[config.mk]
export PLATFORM = sky130hd
export DESIGN_NAME = pll_lock_sequencer
export DESIGN_NICKNAME = d
export VERILOG_FILES = /design/src/rtl/pll_lock_sequencer.sv
export SDC_FILE = /design/constraint.sdc
export NUM_CORES = 1
export LEC_CHECK = 0
export CAP_MARGIN = 10
export CORE_MARGIN = 2
export CORE_UTILIZATION = 55
export CTS_CLUSTER_DIAMETER = 50
export CTS_CLUSTER_SIZE = 16
export DETAILED_ROUTE_END_ITERATION = 10
export PLACE_DENSITY = 0.79
export SYNTH_ARGS = -nofsm -noshare
export SYNTH_HDL_FRONTEND = slang
export SYNTH_SLANG_ARGS = --single-unit
[constraint.sdc]
create_clock -name i_clk -period 4.5 [get_ports i_clk]
set_input_delay 0.45 -clock i_clk [delete_from_list [all_inputs] [get_ports i_clk]]
set_output_delay 0.45 -clock i_clk [all_outputs]
set_load 0.1 [all_outputs]
[src/rtl/pll_lock_sequencer.sv]
// ---------------------------------------------------------------------------
// pll_lock_sequencer
//
// Purpose:
//   Brings up the on-chip PLL from the free-running reference clock. It
//   pulses the PLL reset, waits for lock with a timeout, and requires lock
//   to stay stable for a set time before it releases the design reset
//   request. A failed attempt (timeout or lock dropping while stable) causes
//   a retry. After a bounded number of retries it parks in a terminal FAIL
//   state. Losing lock while running re-sequences the PLL from the start.
//
// Optional feature (compile-time macro PLL_SEQ_LOSS_CNT_EN):
//   defined   - o_loss_cnt counts lock losses seen in RUN, saturating.
//   undefined - no counter logic; o_loss_cnt is tied to 0.
//   The port list is the same in both builds.
//
// Ports:
//   i_clk       in   1      reference clock, free-running
//   i_rst       in   1      synchronous reset, active-high
//   i_locked    in   1      PLL lock, asynchronous (2-flop synchronised)
//   o_pll_rst   out  1      PLL reset, active-high
//   o_rst       out  1      design reset request, active-high
//   o_ready     out  1      high only in RUN
//   o_fail      out  1      sticky failure flag, high only in FAIL
//   o_loss_cnt  out  CNT_W  lock losses while in RUN (saturating)
//
// Timing:
//   All outputs are registered from the next state, so a state change is
//   visible on the outputs the cycle after the condition that caused it.
//   i_locked reaches the FSM (locked_s) two cycles after it is sampled.
// ---------------------------------------------------------------------------
module pll_lock_sequencer #(
    parameter int RST_CYCLES    = 16,
    parameter int LOCK_TIMEOUT  = 65535,
    parameter int STABLE_CYCLES = 1024,
    parameter int MAX_RETRIES   = 3,
    parameter int CNT_W         = 8
) (
    input  logic             i_clk,
    input  logic             i_rst,
    input  logic             i_locked,
    output logic             o_pll_rst,
    output logic             o_rst,
    output logic             o_ready,
    output logic             o_fail,
    output logic [CNT_W-1:0] o_loss_cnt
);

    // -----------------------------------------------------------------------
    // FSM encoding
    // -----------------------------------------------------------------------
    localparam logic [2:0] ST_RESET  = 3'd0;
    localparam logic [2:0] ST_WAIT   = 3'd1;
    localparam logic [2:0] ST_STABLE = 3'd2;
    localparam logic [2:0] ST_RUN    = 3'd3;
    localparam logic [2:0] ST_FAIL   = 3'd4;

    // -----------------------------------------------------------------------
    // Cycle counter sizing: large enough for the longest phase, so it never
    // wraps. Every phase compares against its own last-cycle value.
    // -----------------------------------------------------------------------
    localparam int CNT_MAX_A = (RST_CYCLES > LOCK_TIMEOUT) ? RST_CYCLES : LOCK_TIMEOUT;
    localparam int CNT_MAX   = (CNT_MAX_A > STABLE_CYCLES) ? CNT_MAX_A : STABLE_CYCLES;
    localparam int CW        = $clog2(CNT_MAX + 1);

    // The WAIT_LOCK cycle that first sees locked_s=1 is the first of the
    // STABLE_CYCLES consecutive lock cycles, so STABLE itself lasts
    // STABLE_CYCLES-1 cycles (counter 0 .. STABLE_CYCLES-2). With
    // STABLE_CYCLES=1 the STABLE state is skipped entirely.
    localparam int STB_LAST_I = (STABLE_CYCLES >= 2) ? (STABLE_CYCLES - 2) : 0;

    localparam logic [CW-1:0] RST_LAST = CW'(RST_CYCLES - 1);
    localparam logic [CW-1:0] TMO_LAST = CW'(LOCK_TIMEOUT - 1);
    localparam logic [CW-1:0] STB_LAST = CW'(STB_LAST_I);
    localparam logic [CW-1:0] CNT_ONE  = CW'(1);
    localparam logic [7:0]    MAX_RET  = 8'(MAX_RETRIES);

    // -----------------------------------------------------------------------
    // Lock synchroniser
    // -----------------------------------------------------------------------
    logic [1:0] sync_q;
    logic       locked_s;

    always_ff @(posedge i_clk) begin
        if (i_rst) begin
            sync_q <= 2'b00;
        end else begin
            sync_q <= {sync_q[0], i_locked};
        end
    end

    assign locked_s = sync_q[1];

    // -----------------------------------------------------------------------
    // State, counter and retry registers
    // -----------------------------------------------------------------------
    logic [2:0]    state_q, state_d;
    logic [CW-1:0] cnt_q, cnt_d;
    logic [7:0]    retries_q, retries_d;
    logic          fail_attempt;

    always_comb begin
        state_d      = state_q;
        cnt_d        = cnt_q + CNT_ONE;
        retries_d    = retries_q;
        fail_attempt = 1'b0;

        case (state_q)
            ST_RESET: begin
                if (cnt_q == RST_LAST) begin
                    state_d = ST_WAIT;
                    cnt_d   = '0;
                end
            end

            ST_WAIT: begin
                // Lock has priority over the timeout on the same cycle.
                if (locked_s) begin
                    cnt_d = '0;
                    if (STABLE_CYCLES == 1) begin
                        state_d   = ST_RUN;
                        retries_d = '0;
                    end else begin
                        state_d = ST_STABLE;
                    end
                end else if (cnt_q == TMO_LAST) begin
                    fail_attempt = 1'b1;
                end
            end

            ST_STABLE: begin
                if (!locked_s) begin
                    fail_attempt = 1'b1;
                end else if (cnt_q == STB_LAST) begin
                    state_d   = ST_RUN;
                    cnt_d     = '0;
                    retries_d = '0;
                end
            end

            ST_RUN: begin
                // Counter is idle here; hold it at zero so it cannot wrap.
                cnt_d = '0;
                if (!locked_s) begin
                    state_d = ST_RESET;
                end
            end

            ST_FAIL: begin
                cnt_d = '0;
            end

            default: begin
                state_d = ST_RESET;
                cnt_d   = '0;
            end
        endcase

        // A failed attempt either retries from RESET or gives up. The retry
        // budget is checked before incrementing, so MAX_RETRIES failures are
        // tolerated and the next one is terminal.
        if (fail_attempt) begin
            cnt_d = '0;
            if (retries_q == MAX_RET) begin
                state_d = ST_FAIL;
            end else begin
                retries_d = retries_q + 8'd1;
                state_d   = ST_RESET;
            end
        end
    end

    always_ff @(posedge i_clk) begin
        if (i_rst) begin
            state_q   <= ST_RESET;
            cnt_q     <= '0;
            retries_q <= '0;
        end else begin
            state_q   <= state_d;
            cnt_q     <= cnt_d;
            retries_q <= retries_d;
        end
    end

    // -----------------------------------------------------------------------
    // Registered outputs, decoded from the next state so they line up with
    // state_q after the clock edge.
    // -----------------------------------------------------------------------
    logic pll_rst_d, rst_d, ready_d, fail_d;
    logic pll_rst_q, rst_q, ready_q, fail_q;

    always_comb begin
        pll_rst_d = (state_d == ST_RESET) || (state_d == ST_FAIL);
        rst_d     = (state_d != ST_RUN);
        ready_d   = (state_d == ST_RUN);
        fail_d    = (state_d == ST_FAIL);
    end

    always_ff @(posedge i_clk) begin
        if (i_rst) begin
            pll_rst_q <= 1'b1;
            rst_q     <= 1'b1;
            ready_q   <= 1'b0;
            fail_q    <= 1'b0;
        end else begin
            pll_rst_q <= pll_rst_d;
            rst_q     <= rst_d;
            ready_q   <= ready_d;
            fail_q    <= fail_d;
        end
    end

    assign o_pll_rst = pll_rst_q;
    assign o_rst     = rst_q;
    assign o_ready   = ready_q;
    assign o_fail    = fail_q;

    // -----------------------------------------------------------------------
    // Lock-loss counter (optional)
    // -----------------------------------------------------------------------
`ifdef PLL_SEQ_LOSS_CNT_EN
    localparam logic [CNT_W-1:0] LOSS_ONE = CNT_W'(1);

    logic             loss_evt;
    logic [CNT_W-1:0] loss_cnt_q, loss_cnt_d;

    assign loss_evt = (state_q == ST_RUN) && !locked_s;

    always_comb begin
        loss_cnt_d = loss_cnt_q;
        // Saturate at all-ones; never wrap back to zero.
        if (loss_evt && (loss_cnt_q != {CNT_W{1'b1}})) begin
            loss_cnt_d = loss_cnt_q + LOSS_ONE;
        end
    end

    always_ff @(posedge i_clk) begin
        if (i_rst) begin
            loss_cnt_q <= '0;
        end else begin
            loss_cnt_q <= loss_cnt_d;
        end
    end

    assign o_loss_cnt = loss_cnt_q;
`else
    assign o_loss_cnt = '0;
`endif

endmodule

# Word level (Yosys, flattened, before mapping)
# Index checks and enable logic that the tools add are counted.
# Widths: inputs -> output; s select.
[totals]
regBits = 33
inputBits = 3
out_inout_bits = 12
wordCells = 47
[classes]
addsub = 2
eq_ne = 11
mux = 22
n_reduce_logical = 4
[op_table]
columns = ["cell", "n"]
rows = [
  ["$mux 16", 4],
  ["$pmux 16 s3", 1],
  ["$mux 8", 5],
  ["$mux 3", 7],
  ["$add 16x1->16 const B", 1],
  ["$eq 16x10->1 const B", 1],
  ["$eq 16x16->1 const B", 1],
  ["$eq 16x4->1 const B", 1],
  ["$pmux 3 s5", 1],
  ["$eq 3x2->1 const B", 3],
  ["$add 8x1->8 const B", 1],
  ["$eq 8x2->1 const B", 1],
  ["$eq 3x3->1 const B", 2],
  ["$logic_not 3->1", 2],
  ["$eq 3x1->1 const B", 1],
  ["$mux 1", 3],
  ["$ne 3x2->1 const B", 1],
  ["$pmux 1 s2", 1],
  ["$reduce_or 2->1", 1],
  ["$logic_or 1x1->1", 1],
]

# Longest topological paths before layout
[depth]
word_depth = 7
ltp_mapped = 7

# Worst setup path before layout
# Ideal clock, no wire load.
[synth_path]
path_type = "reg-to-reg"
from = "register cnt_q[5]"
to = "register pll_rst_q (netlist: o_pll_rst)"
setup_ns = 0.122
arrival_time_ns = 1.587
required_ns = 4.378
setup_slack_ns = 2.792
stages_incl_launch_ff = 6
synth_period_minus_slack_ns = 1.708
path_cell_list = "dfxtp_1 > and4_4 > nand4_4 > or3_4 > o211a_2 > o32a_1"
[synth_between]
elab_chain_len = 7
word_cells_on_any_way = 14
cone_classes = "4 x eq/ne; 8 x mux; 2 x reduce/logical"
[synth_rtl]
columns = ["element", "line_no", "source"]
rows = [
  ["from (decl)", "98", "logic [CW-1:0] cnt_q, cnt_d;"],
  ["from (signal assigned)", "180", "cnt_q <= cnt_d;"],
  ["$eq 16x10->1 / $eq 16x16->1 (equally long branches)", "134, 126", ""],
  ["$mux 3 / $mux 1 (equally long branches)", "134, 126", ""],
  ["$mux 3 / $mux 1 (equally long branches)", "132, 118", ""],
  ["$pmux 3 s5 / $pmux 1 s2 (equally long branches)", "108", "case (state_q)"],
  ["$mux 3 *", "162", "if (fail_attempt) begin"],
  ["$eq 3x3->1 / $logic_not 3->1 (equally long branches)", "193", "pll_rst_d = (state_d == ST_RESET) || (state_d == ST_FAIL);"],
  ["$logic_or 1x1->1 *", "193", ""],
  ["to (signal assigned)", "206", "pll_rst_q <= pll_rst_d;"],
  ["to (decl)", "190", "logic pll_rst_q, rst_q, ready_q, fail_q;"],
]
# Every way passes the cells marked *; elsewhere a longest branch is shown, timed or not.
# A chain may end at the register's enable or synchronous reset.

# Final worst setup path
[layout_path]
from = "register sync_q[1]"
to = "register cnt_q[13]"
[layout_between]
elab_chain_len = 3
word_cells_on_any_way = 7
cone_classes = "6 x mux; 1 x reduce/logical"
[layout_rtl]
columns = ["element", "line_no", "source"]
rows = [
  ["from (decl)", "81", "logic [1:0] sync_q;"],
  ["from (signal assigned)", "88", "sync_q <= {sync_q[0], i_locked};"],
  ["$mux 1, on equally long branches", "132, 118", ""],
  ["$pmux 1 s2", "108", ""],
  ["$reduce_or 2->1 (no source line)", "n/a", ""],
]
# Parallel ways exist; a longest one is shown, timed or not.

==> results by group <==
Run status
  • Run status: finished clean

Route
  • Routed length on met3: 155 µm
  • Met2 WL: 1450 µm
  • Post-detailed-routing wire length: 3060 µm
  • Uppermost layer routed: met4
  • Metal1 wirelength: 1350 µm
  • Detailed-router iteration count before antenna repair: 4
  • Total DRC errors in the routed layout: 0
  • Count of nets left with antenna violations after detail routing: 0
  • Total via count after detailed routing: 1301
  • Average detailed-routed wire length per instance: 13.8 µm
  • Via density per instance: 5.86
  • DRC violation total after the first TritonRoute iteration: 37

Yosys
  • Cell with the most instances after synthesis: dfxtp_1
  • Biggest area contributors in the synthesized netlist: dfxtp_1 41%, nor2_1 7.3%, xnor2_1 6.0%
  • Number of enable flip-flop cells after synthesis: 0
  • Post-synthesis instance area: 1590 µm²
  • Register bit total from synthesis: 33
  • Synthesized instance count: 182
  • Share of Yosys cell area claimed by the top area cell type: 0.415
  • Main flop type after synthesis: dfxtp_1
  • Ys async rst share: 0
  • Average footprint of a synthesized cell: 8.75 µm²
  • Synth top cells by count: 33 x dfxtp_1, 31 x nor2_1, 11 x xnor2_1
  • Library cell occupying the most area in the post-synthesis netlist: dfxtp_1
  • Portion of the post-synthesis area used by sequential elements: 0.415
  • Number of warning messages in the yosys log: 0
  • Post-synth cell types: 46

CTS
  • Maximum root-to-sink buffer count: 2
  • Insertion delay to the later sink of the worst-skew pair: 330 ps
  • Number of post-CTS setup repair buffers: 0
  • Number of clock sinks: 33
  • CTS H-Tree Depth: 2
  • Worst-path clk slew: 100 ps
  • CTS Root Cell: clkbuf_4
  • Clock tree from TritonCTS: done
  • Quantity of hold-fixing buffers added after cts: 0
  • Inserted Clock Buffers: 5
  • Count of instances resized after the clock tree is built: 0

STA
  • Min cycle time layout: 2540 ps
  • Unrepaired setup endpoints after global routing: false
  • Worst-Margin Slew: 960 ps
  • Smallest setup slack after layout: 1960 ps
  • Total negative slack for setup checks: 0 ps
  • Final-report max-slew violation count: 0
  • Maximum operating frequency: 394 MHz
  • Setup violations, final: 0
  • Fraction of the cycle the final worst path needs: 0.564
  • Count of final hold-check violations: 0
  • Worst max-slew margin expressed relative to the limit: 0.358
  • Final worst clock skew: 4.78 ps

Floorplanning
  • X dimension of the die: 57.8 µm
  • Placeable Area: 2760 µm²
  • Starting density of the core: 0.578
  • I/O pin cnt: 15
  • Vertical extent of the die: 57.8 µm
  • Area enclosed by the die boundary: 3340 µm²
  • FP Rows: 19

Layout
  • Number of filler cells placed in the layout: 247
  • Area Overhead vs Synth: 6.05%
  • Share of layout cells above drive strength 1: 0.0628
  • Nets: 196
  • Area used by sequential logic in the layout: 661 µm²
  • Number of diodes: 0
  • Area occupied by multi-input gates: 858 µm²

Worst setup path
  • Worst path cell trace: nor4b_2, nand4_1, o21ai_1, o31a_1, nor2_1
  • Startpoint types: flip-flop
  • CP Capture Type: flip-flop
  • Maximum fanout encountered on the critical timing path: 16
  • CP peak stage delay: 740 ps
  • Worst path slowest cell: o21ai_1
  • Gate family responsible for the most delay along the worst path: compound AO/OA/AOI/OAI gates
  • WP buf/inv: 0
  • Data arrival time at the worst-slack endpoint: 2740 ps
  • Data required time at the worst endpoint: 4700 ps
  • Kind of critical path: flip-flop to flip-flop

Power
  • Sequential share of power: 0.598
  • Int Power: 0.363 mW
  • Net switching power figure: 0.134 mW
  • Combinational share of power: 0.088
  • Clock power frac: 0.313
  • Largest voltage drop on the vdd net: 0.000258 V
  • Switching share of power: 0.270
  • Power density of the placed cells: 295 nW/µm²
  • Leakage power figure: 0.608 nW

Global route
  • Grt ovf: 0
  • Largest net degree at the start of global routing: 21
  • GR Util All Layers: 0.212
  • Global-route wire length before repair: 5350 µm
  • Initial antenna violation count: 0
  • Number of global-route vias before repair: 1237

Worst hold path
  • Hold crit path type: flip-flop to flip-flop

Placed design
  • Post-Place Worst Slack: 2060 ps
  • Number of buffers added on ports: 6
  • Post-DP HPWL: 2190 µm
  • Placer congestion estimate: 0.861

Flow run
  • Max capacitance violation total: 0
routing by layer:
| layer | vias to the layer above | track usage |
|---|---|---|
| li1 | 645 | - |
| met1 | 610 | 0.235 |
| met2 | 36 | 0.346 |
| met3 | 10 | 0.0781 |
| met4 | 0 | 0.130 |
| met5 | - | 0 |
final timing paths:
kind | cells after the start | to | startpoint | slack (ps)
worst max-delay path | 5 | cnt_q[13] | sync_q[1] | 1960
worst min register to register | 1 | sync_q[1] | sync_q[0] | 450
worst min-delay path | 1 | sync_q[1] | sync_q[0] | 450
worst max register to register | 5 | cnt_q[13] | sync_q[1] | 1960
power groups by stage:
stage	Clock, mW	Combinational, mW	Sequential (mW)
after detailed placement	0	0.0438	0.305
after floorplan	0	0.0457	0.304
final	0.156	0.0440	0.298
after global placement	0	0.0431	0.304
after global routing	0.177	0.0468	0.299
after CTS	0.159	0.0440	0.298
flip-flops by register name, indices dropped and copies added (netlist names):
name       cells
retries_q      8
o_rst          1
o_ready        1
o_fail         1
state_q        3
cnt_q         16
sync_q         2
o_pll_rst      1
logic make-up after synthesis:
family / count (synthesis) / share of synthesized area
AO/OA/AOI/OAI: 20 / 0.0951
XOR/XNOR: 16 / 0.0880
adder cells (fa/ha/maj): 3 / 0.0236
buffers and inverters: 18 / 0.0628
flip-flops: 33 / 0.415
other: 1 / 0.00235
AND/OR/NAND/NOR: 91 / 0.313
final cells by class:
class,instances,share of cell area
clock buffers,8,0.0289
inverters,6,0.0133
repair buffers,6,0.0356
well taps,31,0.0230
flip-flops and latches,33,0.391
multi-input cells,138,0.508
placed cells by master, fill, tap and decap left out, drive strengths merged, types with 6 or more instances in the layout:
cell	count
inv	6
nand3	8
conb	8
clkdlybuf4s50	6
nand4	6
nor2	31
xnor2	11
nor3	7
clkbuf	8
nand2	9
and3	6
dfxtp	33
per-stage QoR:
step           utilization  hold WS (ps)  power [mW]  instance area [µm²]  cells
5_1_grt              0.613           466       0.523                 1690    222
3_5_place_dp         0.595           442       0.348                 1640    214
4_1_cts              0.613           458       0.501                 1690    222
6_report             0.613           451       0.498                 1690    222
2_1_floorplan            -           414       0.350                 1620    189
3_3_place_gp         0.595           418       0.348                 1640    214
Power figures use the tool's default switching activity.
